$ cat src/rtl/jtmx5k_romslot.sv
// jtmx5k_romslot: graphics ROM responder with a 2-entry tag cache in front of
// the SDRAM controller. Each miss becomes one req/ack/data_rdy transaction.
// Ports:
//   clk, rst          system clock, asynchronous active-high reset
//   flush             invalidate both cache entries
//   addr, addr_ok     ROM word address and request valid from the graphics chip
//   dout, data_ok     ROM data and hit indication (combinational)
//   sdram_addr, req   SDRAM read address and request
//   ack, data_rdy,din SDRAM controller handshake and read data
module jtmx5k_romslot #(
    parameter int AW = 18,
    parameter int DW = 16,
    parameter int SAW = 22,
    parameter logic [SAW-1:0] OFFSET = '0
) (
    input  logic           clk,
    input  logic           rst,
    input  logic           flush,
    input  logic [AW-1:0]  addr,
    input  logic           addr_ok,
    output logic [DW-1:0]  dout,
    output logic           data_ok,
    output logic [SAW-1:0] sdram_addr,
    output logic           req,
    input  logic           ack,
    input  logic           data_rdy,
    input  logic [DW-1:0]  din
);

    typedef enum logic [1:0] {
        IDLE,
        WAIT_ACK,
        WAIT_DATA
    } state_t;

    state_t                state_q, state_d;
    logic [1:0]            valid_q, valid_d;
    logic [1:0][AW-1:0]    tag_q, tag_d;
    logic [1:0][DW-1:0]    data_q, data_d;
    logic                  next_q, next_d;
    logic                  req_q, req_d;
    logic [SAW-1:0]        sdram_addr_q, sdram_addr_d;
    logic [AW-1:0]         req_addr_q, req_addr_d;
    logic [DW-1:0]         dout_q, dout_d;
    // Set when a flush lands while a transaction is in flight, so the
    // returning data is discarded instead of cached.
    logic                  drop_q, drop_d;

    logic                  hit0, hit1, hit, fill;
    logic [DW-1:0]         hit_data;

    assign hit0     = addr_ok & valid_q[0] & (tag_q[0] == addr);
    assign hit1     = addr_ok & valid_q[1] & (tag_q[1] == addr);
    assign hit      = hit0 | hit1;
    assign hit_data = hit0 ? data_q[0] : data_q[1];

    assign data_ok    = hit;
    assign dout       = hit ? hit_data : dout_q;
    assign req        = req_q;
    assign sdram_addr = sdram_addr_q;

    always_comb begin
        state_d      = state_q;
        valid_d      = valid_q;
        tag_d        = tag_q;
        data_d       = data_q;
        next_d       = next_q;
        req_d        = req_q;
        sdram_addr_d = sdram_addr_q;
        req_addr_d   = req_addr_q;
        drop_d       = drop_q;
        dout_d       = hit ? hit_data : dout_q;
        fill         = 1'b0;

        case (state_q)
            IDLE: begin
                if (addr_ok && !hit) begin
                    req_addr_d   = addr;
                    sdram_addr_d = OFFSET + SAW'(addr);
                    req_d        = 1'b1;
                    drop_d       = 1'b0;
                    state_d      = WAIT_ACK;
                end
            end
            WAIT_ACK: begin
                if (ack) begin
                    req_d = 1'b0;
                    if (data_rdy) begin
                        fill    = 1'b1;
                        state_d = IDLE;
                    end else begin
                        state_d = WAIT_DATA;
                    end
                end
            end
            WAIT_DATA: begin
                if (data_rdy) begin
                    fill    = 1'b1;
                    state_d = IDLE;
                end
            end
            default: begin
                state_d = IDLE;
                req_d   = 1'b0;
            end
        endcase

        // A miss guarantees req_addr matches neither tag, so no duplicate check.
        if (fill && !drop_q && !flush) begin
            valid_d[next_q] = 1'b1;
            tag_d[next_q]   = req_addr_q;
            data_d[next_q]  = din;
            next_d          = ~next_q;
        end

        // Flush wins over a same-cycle fill.
        if (flush) begin
            valid_d = '0;
            next_d  = 1'b0;
            if (state_q != IDLE) begin
                drop_d = 1'b1;
            end
        end
    end

    always_ff @(posedge clk or posedge rst) begin
        if (rst) begin
            state_q      <= IDLE;
            valid_q      <= '0;
            tag_q        <= '0;
            data_q       <= '0;
            next_q       <= 1'b0;
            req_q        <= 1'b0;
            sdram_addr_q <= '0;
            req_addr_q   <= '0;
            dout_q       <= '0;
            drop_q       <= 1'b0;
        end else begin
            state_q      <= state_d;
            valid_q      <= valid_d;
            tag_q        <= tag_d;
            data_q       <= data_d;
            next_q       <= next_d;
            req_q        <= req_d;
            sdram_addr_q <= sdram_addr_d;
            req_addr_q   <= req_addr_d;
            dout_q       <= dout_d;
            drop_q       <= drop_d;
        end
    end

endmodule
$ cat config.mk
export PLATFORM = sky130hd
export DESIGN_NAME = jtmx5k_romslot
export DESIGN_NICKNAME = d
export VERILOG_FILES = /design/src/rtl/jtmx5k_romslot.sv
export SDC_FILE = /design/constraint.sdc
export NUM_CORES = 1
export LEC_CHECK = 0
export ABC_AREA = 1
export BUFFER_PORTS_ARGS = -buffer_cell sky130_fd_sc_hd__clkbuf_2
export CAP_MARGIN = 20
export CORE_MARGIN = 2
export CORE_UTILIZATION = 43
export CTS_BUF_LIST = sky130_fd_sc_hd__clkbuf_4 sky130_fd_sc_hd__clkbuf_8
export CTS_CLUSTER_DIAMETER = 120
export CTS_CLUSTER_SIZE = 30
export DETAILED_ROUTE_END_ITERATION = 16
export MAX_ROUTING_LAYER = met4
export SYNTH_ARGS = -nofsm -noshare
export SYNTH_HDL_FRONTEND = slang
export SYNTH_SLANG_ARGS = --single-unit
$ cat constraint.sdc
create_clock -name clk -period 8.3 [get_ports clk]
set_input_delay 0.415 -clock clk [delete_from_list [all_inputs] [get_ports clk]]
set_output_delay 0.415 -clock clk [all_outputs]
set_load 0.03 [all_outputs]
# [After elaboration in Yosys (flattened, before gate mapping)]
# Cells that the tools add are included.
[totals] reg_bits=109 inputBits=40 elab_cells=70
[op_classes] magnitude_cmp=2 n_eq_ne=7 muxes=29 bitwise_logic=8 n_reduce_logical=13
[ops] cell="two-way mux 16 bit" count=3
[ops] cell="bitwise mux 36 bit" count=1
[ops] cell="== test 18 bit" count=2
[ops] cell="bitwise mux 32 bit" count=1
[ops] cell="demux 18 bit (select 1 bit)" count=1
[ops] cell="two-way mux 18 bit" count=1
[ops] cell="demux 16 bit (select 1 bit)" count=1
[ops] cell="two-way mux 2 bit" count=6
[ops] cell="two-way mux 1 bit" count=11
[ops] cell="!= test 2 bit, second input constant" count=3
[ops] cell="one-hot mux 2 bit (3 select lines)" count=1
[ops] cell="AND reduction 3 bit" count=2
[ops] cell="bitwise AND 1 bit" count=4
[ops] cell="logical AND 1 bit" count=4
[ops] cell="nonzero test 2 bit" count=2
[ops] cell="zero test 1 bit" count=3
[ops] cell="one-hot mux 1 bit (3 select lines)" count=1
[ops] cell="== test 2 x 1 -> 1 bit, second input constant" count=1
[ops] cell="== test 2 bit, second input constant" count=1
[ops] cell="zero test 2 bit" count=1
[ops] cell="< comparator 1 x 2 -> 1 bit, second input constant" count=1
[ops] cell="inverter 1 bit" count=2
[ops] cell="bitwise OR 2 bit" count=1
[ops] cell="one-hot mux 1 bit (2 select lines)" count=1
[ops] cell="4 further kinds" count=4

# [Depth between registers and ports, before layout]
[logic_depth] depth_word=9 depth_mapped=13 mapped_depth_nobuf=12

# [Worst setup path before layout]
# Ideal clock, no wire load.
[synth_timing] path_kind="in2out" startpoint="in addr[3]" endpoint="out dout[4]" t_arrival_ns=1.627 required_ns=7.885 setup_slack_ns=6.258 cell_stages=12 path_buffers=2 path_cell_list="inv_1 nand2_1 nand2_1 nor2_1 nand2_1 nor2_1 nand3_2 buf_6 nand2_4 buf_6 o211ai_1 nand2_1"
[synth_via] elab_chain_len=4 elab_cells_between_ends=7 cone_classes="eq/ne: 2; mux: 2; bitwise: 3"
[synth_lines] element="start: declaration" line_no="19" rtl="input logic [AW-1:0] addr,"
[synth_lines] element="== test 18 bit, on equally long branches" line_no="52, 53"
[synth_lines] element="bitwise AND 1 bit, on equally long branches" line_no="52, 53"
[synth_lines] element="bitwise OR 1 bit (*)" line_no="54" rtl="assign hit = hit0 | hit1;"
[synth_lines] element="net data_ok" line_no="22" rtl="output logic data_ok,"
[synth_lines] element="two-way mux 16 bit (*)"
[synth_lines] element="end: declaration" line_no="21" rtl="output logic [DW-1:0] dout,"
# The timed path passes the listed nets; every way through them passes the cells marked *.

# [Final worst setup path]
[layout_timing] startpoint="reg tag_q[3] in the netlist's numbering" endpoint="out dout[14]"
[layout_via] elab_chain_len=4 elab_cells_between_ends=5 cone_classes="eq/ne: 1; mux: 2; bitwise: 2"
[layout_lines] element="start: declaration" line_no="38" rtl="logic [1:0][AW-1:0] tag_q, tag_d;"
[layout_lines] element="start signal: assignment" line_no="141" rtl="tag_q <= tag_d;"
[layout_lines] element="== test 18 bit (*)" line_no="52" rtl="assign hit0 = addr_ok & valid_q[0] & (tag_q[0] == addr);"
[layout_lines] element="bitwise AND 1 bit (*)" line_no="52"
[layout_lines] element="two-way mux 16 bit or bitwise OR 1 bit (tied branches)" line_no="55, 54"
[layout_lines] element="two-way mux 16 bit (*)"
# Every way passes the cells marked *; elsewhere a longest branch is shown, timed or not.

==> flow_metrics.py <==
metrics = {
    "timing": {
        "maxSlewViolCount": 0,
        "rsz0062_at_grt": "no",
        "clock_skew_ns": 0.01152,
        "max_freq_mhz": 331.4,
        "period_share": 0.3635,
        "whs_ns": 0.02630,
        "tightest_slew_ns": 0.9287,
        "setup_viol": 0,
        "period_minus_slack_ns": 3.017,
        "hold_violations": 0,
        "finalSetupTns_ns": 0,
        "slew_headroom": 0.3808,
    },
    "route": {
        "drt_wl_total_mm": 10.94,
        "routed_via_density": 4.759,
        "wire_per_inst_um": 13.13,
        "route.detailed.drc": 0,
        "drtIter0Drc": 219,
        "firstDrtPassIters": 4,
        "via_count": 3964,
        "drtAntennaViolNets": 0,
    },
    "power": {
        "p_leak_nw": 3.012,
        "finalPower_mw": 1.711,
        "powerDensity_nw_per_um2": 299.8,
        "vdd_ir_drop_max_uv": 161.7,
    },
    "setup_path": {
        "critPathMaxStageDelay_ns": 0.38,
        "cp_max_fo": 20,
        "crit_top_cell": "nand2_1",
        "reg2reg_slack_ns": 6.05,
        "worstSetupPathType": "register to primary output",
        "cp.required_ns": 7.89,
        "cp_slowest_cell": "dfrtp_1",
        "cp_top_family": "simple AND/OR/NAND/NOR gates",
        "r2r_end": "sdram_addr[12]$_DFFE_PP0P_",
        "crit_chain": "inv_1, nand2_1, nand2_1, nor2_1, nand2_1, nor2_1, nand3_2, nand2_4, inv_2, nand2_1, o211ai_1, clkbuf_2",
        "worstReg2RegStart": "tag_q[15]$_DFFE_PP0P_",
        "critPathLaunchType": "register",
        "arrival_ns": 2.60,
        "critPathLaunch": "tag_q[3]$_DFFE_PP0P_",
        "cp-end-kind": "primary output",
        "worst-r2r-cell-count": 10,
        "crit_buf_inv": 3,
    },
    "synth": {
        "synthCells": 619,
        "synth_top_area_share": 0.5372,
        "yosys.area.top_type": "dfrtp_1",
        "synth_area_per_cell_um2": 8.203,
        "synth_area_um2": 5077,
        "synth_common_cells": "nand2_1 (214), dfrtp_1 (109), o21ai_0 (86), inv_1 (74), nor2_1 (27)",
        "synth_edf_count": 0,
        "ys_seq_area_frac": 0.5372,
        "ys_top_cells_by_area": "dfrtp_1 (54%), nand2_1 (16%), o21ai_0 (8.5%)",
        "ys_ff_latch": 109,
        "synth_cell_types": 29,
        "synth.yosys.warnings": 0,
        "synthMostInstantiatedCell": "nand2_1",
        "async_reset_ff_frac": 1.000,
        "synth_top_flop_cell": "dfrtp_1",
    },
    "place": {
        "hpwl_mm": 7.727,
        "port_buffers": 75,
        "dp_cells": 817,
        "gp_routability_congestion": 0.8509,
    },
    "floorplan": {
        "die-area_um2": 12690,
        "ios": 80,
        "start_util": 0.4428,
        "die_h_um": 112.7,
        "die_w_um": 112.7,
        "core_area_um2": 11470,
        "rows": 39,
    },
    "grt": {
        "grt_overflow": 0,
        "grt_pass1_vias": 3871,
        "antenna_found_initial": 0,
        "grt_max_degree": 74,
        "grt_pass1_wl_mm": 18.64,
        "grt_use_total": 0.1882,
    },
    "cells_and_area": {
        "drive_gt1_frac": 0.1942,
        "final_cells": 833,
        "final_nets": 728,
        "syn_to_final_growth_pct": 12.42,
        "post-route-util": 0.4978,
        "diodes": 0,
    },
    "status": {
        "status": "completed",
    },
    "cts": {
        "cts.sinks": 109,
        "clk_latency_ns": 0.39,
        "cts_tree": "built",
        "path_clk_slew_ns": 0.10,
        "cts_max_level": 3,
        "post_cts_resized": 0,
        "cts_buffers": 9,
        "cts.path.max_buffers": 2,
        "root_buffer": "clkbuf_8",
        "cts_hold_buf": 0,
        "post_cts_buffers": 0,
    },
    "hold_path": {
        "holdCritPathClass": "primary input to asynchronous set/reset pin",
    },
    "job": {
        "drv_cap": 0,
    },
}
-- flip-flops by register name (all words and copies together), names as in the netlist --
name	flops
data_q	32
dout_q	16
drop_q	1
next_q	1
req	1
sdram_addr	18
state_q	2
tag_q	36
valid_q	2
-- metrics by stage --
step	setup slack [ns]	area, um2
finish	5.283	5708
global route	5.027	5708
floorplan	5.011	5089
CTS	5.182	5708
global placement	5.531	5510
detailed placement	5.457	5510
-- per-layer routing --
metal	up-vias	GRT usage	routed length [um]
met5	-	-	0
met4	0	0.05203	149
met3	9	0.04482	629
met2	95	0.2926	5118
met1	1831	0.2482	5042
li1	2029	-	-
-- worst reg2reg max path, cell delays in order (launching register included) --
cell and delay, ns:
dfrtp_1 0.40, inv_1 0.08, nand2_1 0.06, o21ai_1 0.08
nor2_1 0.05, nand2_1 0.05, nor2_1 0.05, nand3_2 0.29
nand3_2 0.19, nor2_4 0.63, o21ai_0 0.22
-- cell usage in the layout, fill, tap and decap left out, drive strengths merged, types with 2 or more instances in the layout --
| cell type | Yosys | final |
|---|---|---|
| nor2 | 28 | 28 |
| clkinv | 1 | 4 |
| buf | 12 | 3 |
| conb | 1 | 4 |
| nand3 | 5 | 5 |
| or2 | 14 | 14 |
| inv | 86 | 88 |
| dfrtp | 109 | 109 |
| ha | 3 | 3 |
| xor2 | 4 | 4 |
| o21ai | 98 | 98 |
| nand4 | 2 | 2 |
| o211ai | 16 | 16 |
| nand2 | 222 | 222 |
| clkbuf | 14 | 84 |
-- power by group --
group	internal (mW)	switching [mW]	leakage [nW]	total, mW
clock	0.141	0.186	0.100	0.327
sequential	0.725	0.126	1.43	0.851
combinational	0.178	0.355	1.49	0.533
total	1.04	0.667	3.01	1.71
-- layout make-up --
class	instances	area, um2
well taps	143	178.9
repair buffers	78	397.9
clock inverters	7	73.82
fillers	1113	5759
inverters	87	329.1
clock buffers	9	123.9
multi-input cells	400	1877
flip-flops and latches	109	2728
-- cell families after synthesis --
family | synth area share
other | 0.0007386
adder cells (fa/ha/maj) | 0.007394
AND/OR/NAND/NOR | 0.2215
flip-flops | 0.5372
buffers and inverters | 0.09635
AO/OA/AOI/OAI | 0.1281
XOR/XNOR | 0.008625
-- worst max path at each step --
stage,to,slack (ns),cells after the start
after CTS,dout[14],5.18,12
after global routing,dout[14],5.03,12
after detailed placement,dout[14],5.46,13
final,dout[14],5.28,12
after floorplan,data_q[0]$_DFFE_PP0P_,5.01,1
after global placement,dout[14],5.53,13
Note: power is estimated with default switching activity, not from simulation.
